File: config.mk
export PLATFORM = sky130hd
export DESIGN_NAME = ftf_encoder_03
export DESIGN_NICKNAME = d
export VERILOG_FILES = /design/src/rtl/ftf_encoder_03.sv
export SDC_FILE = /design/constraint.sdc
export NUM_CORES = 1
export LEC_CHECK = 0
export ABC_AREA = 1
export BUFFER_PORTS_ARGS = -buffer_cell sky130_fd_sc_hd__buf_2
export CORE_AREA = 5 5 42 44
export DETAILED_ROUTE_END_ITERATION = 16
export DIE_AREA = 0 0 47 49
export PLACE_DENSITY_LB_ADDON = 0.25
export SYNTH_ARGS = -nofsm -noshare
export SYNTH_HDL_FRONTEND = slang
export SYNTH_HIERARCHICAL = 1
export SYNTH_SLANG_ARGS = --single-unit
File: constraint.sdc
create_clock -name clock -period 0.96 [get_ports clock]
set_input_delay 0 -clock clock [delete_from_list [all_inputs] [get_ports clock]]
set_output_delay 0 -clock clock [all_outputs]
set_load 0.005 [all_outputs]
File: src/rtl/ftf_encoder_03.sv
// rtl/ftf_encoder_03.sv - 3-wire FTF Fibonacci-numeral-system encoder with loopback decoder
// Symbols 0..4 map onto codewords that never place a forbidden transition across adjacent TSVs.

module ftf_dec03 #(
  parameter int FBLEN03 = 3,
  parameter int TSVW    = 3
) (
  input  logic [TSVW-1:0]    tsv_i,
  output logic [FBLEN03-1:0] data_o
);

  // Weighted sum with weights 1,1,2; defined for every code, including fault-only ones.
  always_comb begin
    data_o = {{(FBLEN03-1){1'b0}}, tsv_i[0]}
           + {{(FBLEN03-1){1'b0}}, tsv_i[1]}
           + {{(FBLEN03-2){1'b0}}, tsv_i[2], 1'b0};
  end

endmodule

module ftf_encoder_03 #(
  parameter int FBLEN03 = 3,
  parameter int TSVW    = 3
) (
  input  logic               clock,
  input  logic               reset_n,
  input  logic [FBLEN03-1:0] datain,
  output logic [TSVW-1:0]    tsv,
  output logic [FBLEN03-1:0] dataout,
  output logic               invalid
);

  localparam logic [FBLEN03-1:0] SYM_MAX = FBLEN03'(4);

  logic [TSVW-1:0]    tsv_q, tsv_d;
  logic               invalid_q, invalid_d;
  logic [FBLEN03-1:0] sym_sat;
  logic [FBLEN03-1:0] rem;

  // Out-of-range symbols saturate to the top code and raise invalid on the same edge.
  always_comb begin
    invalid_d = 1'b0;
    sym_sat   = datain;
    if (datain > SYM_MAX) begin
      invalid_d = 1'b1;
      sym_sat   = SYM_MAX;
    end
  end

  always_comb begin
    tsv_d    = '0;
    tsv_d[2] = (sym_sat >= FBLEN03'(2));
    rem      = sym_sat - {{(FBLEN03-2){1'b0}}, tsv_d[2], 1'b0};
    tsv_d[0] = (rem >= FBLEN03'(1));
    tsv_d[1] = (rem == FBLEN03'(2));
  end

  always_ff @(posedge clock or negedge reset_n) begin
    if (!reset_n) begin
      tsv_q     <= '0;
      invalid_q <= 1'b0;
    end else begin
      tsv_q     <= tsv_d;
      invalid_q <= invalid_d;
    end
  end

  assign tsv     = tsv_q;
  assign invalid = invalid_q;

  ftf_dec03 #(
    .FBLEN03 (FBLEN03),
    .TSVW    (TSVW)
  ) u_dec (
    .tsv_i  (tsv_q),
    .data_o (dataout)
  );

endmodule

==> key figures <==
Status
  – Outcome: finished with violations
  – Failing checks: negative setup slack

Logic synthesis
  – Synth Area in XOR/XNOR: 0%
  – Syn avg cell area: 9.81 um^2
  – Cell variety after synth: 7
  – Cell count after synthesis: 19
  – Simple-gate share of the synthesized area: ~15%
  – Adder-cell share of the synthesized area: between 20% and 30%
  – Yosys reg bits: 4
  – Post-synthesis mux area share: 0%
  – Synth Cell Area: between 150 and 200 um^2
  – Syn. warnings: 6
  – Largest family of logic cells by synthesized area: adder cells
  – Area fraction in compound gates after synthesis: about 2.7%
  – Sequential area share after synthesis: 53.7%
  – Syn nets: 27

Die
  – I/O pin count: 12
  – Rows: 14
  – Full die area: approximately 0.0023 mm^2
  – Starting Density: a little over an eighth
  – Die height: 49 um
  – Die W: roughly 47 um
  – Core Box Area: ~0.0014 mm^2

Detailed routing
  – First drt pass iteration count: 1
  – DRC viols: 0
  – Drt total wl: about 410 um
  – Routed wire per std cell: ~7.5 um
  – Vias per Instance: 3.35
  – 1st-iter DRT viols: 0
  – Antenna viol nets, final: 0
  – Vias: around 180

STA
  – Max-Slew Margin vs Limit: roughly 85%
  – Fin Setup TNS: -0.322 ns
  – Final worst-path cycle share: 120%
  – Hold Violations, Final: 0
  – Final setup vio count: 3
  – Worst Max-Slew Pin Slew: ~0.22 ns
  – Unrepaired setup endpoints after global routing: true
  – Min Clock Period, post-route: around 1.1 ns
  – Final setup margin: -0.188 ns
  – Fmax: about 870 MHz
  – Worst hold margin: about 0.096 ns
  – Max-slew violation count: 0

Clocking
  – CTS sink cnt: 4
  – Max H-tree Level: 1
  – TritonCTS clock tree: built
  – Root Buffer: clkbuf_4
  – Max Root-Sink Buffers: 2
  – Cts bufs inserted: 3
  – Post-CTS setup buffers: 0
  – Clock transition at path regs: around 0.04 ns

Layout
  – Diodes inserted: 0
  – Layout cells sized above 1: between 40% and 50%
  – Fill count: roughly 160
  – Final net count: between 40 and 50
  – Area Overhead vs Synth: 101%

Setup path
  – CP startpoint kind: register
  – Worst Path Arrival: approximately 1.2 ns
  – CP endpoint kind: output pin
  – Worst path required time: about 0.96 ns
  – CP Class: reg2out
  – CP max FO: 2

Power and ir drop
  – Peak VDD IR: between 0.3 and 0.4 mV
  – P_sw: 121 uW
  – Sw Ratio: ~23%
  – Power density cells: about 1400 mW/mm^2
  – P_leak: 0.000187 uW
  – Power Internal: slightly above 400 uW
  – Tot Pwr: roughly 530 uW
  – Clock power share: between 30% and 40%
  – Gate power share: 26.0%
  – Flop pwr share: 36.0%

Place
  – Placed wire-length estimate: 307 um
  – Placer congestion estimate: 0.703
  – # port buffers: 11

Job
  – Max Cap Viol: 0

Global routing
  – First-pass GRT wire length: around 660 um
  – Total GRT Usage: 4.74%
  – Initial antenna violation count: 0
  – Gr ovfl total: 0
  – Vias in the first global route: about 190
  – Pin count of the biggest net entering global routing: 5

Hold path
  – Hold Path Class: in2async
## synth_stat cells
cell type,count,share of area [%]
dfrtp_1,4,54
ha_1,3,20
inv_1,4,8.1
nand2_1,3,6.0
nor2_1,3,6.0
o21ai_0,1,2.7
or2_2,1,3.4
## registers in the layout, indices dropped and copies added (netlist names)
| signal | flops |
|---|---|
| invalid | 1 |
| tsv | 3 |
## final timing paths
kind                       depth (start not counted)  slack, ns  startpoint         end
setup / recovery                                   3      -0.19      tsv[0]  dataout[1]
hold / removal                                     2        0.1     reset_n      tsv[0]
max in group asynchronous                          2       0.74     reset_n     invalid
min in group clock                                 5       0.10   datain[2]      tsv[1]
## power groups by stage
| stage | clock (uW) | combinational [uW] | sequential, uW |
|---|---|---|---|
| finish | 202 | 138 | 191 |
| CTS | 216 | 138 | 191 |
| floorplan | 0 | 36.1 | 191 |
| global placement | 0 | 85.8 | 189 |
| detailed placement | 0 | 85.5 | 189 |
| global route | 223 | 155 | 192 |
## routing by layer
metal / vias to the layer above / GRT usage [%] / part of all wire (%)
met1: 70 / 4.23 / 38
met4: 0 / 6.91 / 4.4
met3: 2 / 3.32 / 20
li1: 95 / - / -
met5: - / 0 / 0
met2: 14 / 5.43 / 37
## critical path, cell delays in order, from the launching register on
cell	delay [ns]
dfrtp_1	0.40
ha_4	0.18
ha_4	0.23
buf_6	0.11
## kinds of logic (layout without fill, tap and decap cells)
family                   count (synthesis)  after routing
AO/OA/AOI/OAI                            1              1
flip-flops                               4              4
adder cells (fa/ha/maj)                  3              3
buffers and inverters                    4             23
AND/OR/NAND/NOR                          7              7
## cell type report
cell class	count	area (um^2)	share of cell area, %
clock buffer	3	22.5	6.00
inverter	4	15.0	4.00
multi-input combinational	11	96.3	25.7
sequential	4	100	26.7
tap	16	20.0	5.33
timing repair buffer	16	121	32.3
## cells in the final DEF, fill, tap and decap left out, drive strengths merged
cell and instances:
buf 12, clkbuf 3, dfrtp 4, dlygate4sd3 4, ha 3, inv 4
nand2 3, nor2 3, o21ai 1, or2 1
## through the flow
step / instances / instance area, um^2 / util, % / setup WS [ns]
final: 54 / 375 / 26.8 / -0.188
after global routing: 54 / 375 / 26.8 / -0.213
after CTS: 54 / 375 / 26.8 / -0.192
after detailed placement: 47 / 269 / 19.2 / -0.0137
after global placement: 47 / 269 / 19.2 / -0.0506
after floorplan: 19 / 186 / - / 0.118
## what timing repair did
action | 4_1_cts | 5_1_grt
resized for setup | 6 | 0
hold endpoints to repair | 6 | 0
hold buffers | 4 | 0
pin swaps | 1 | 2
endpoints found under the setup margin | 3 | 3
No activity file was read; power rests on OpenSTA's default activity.
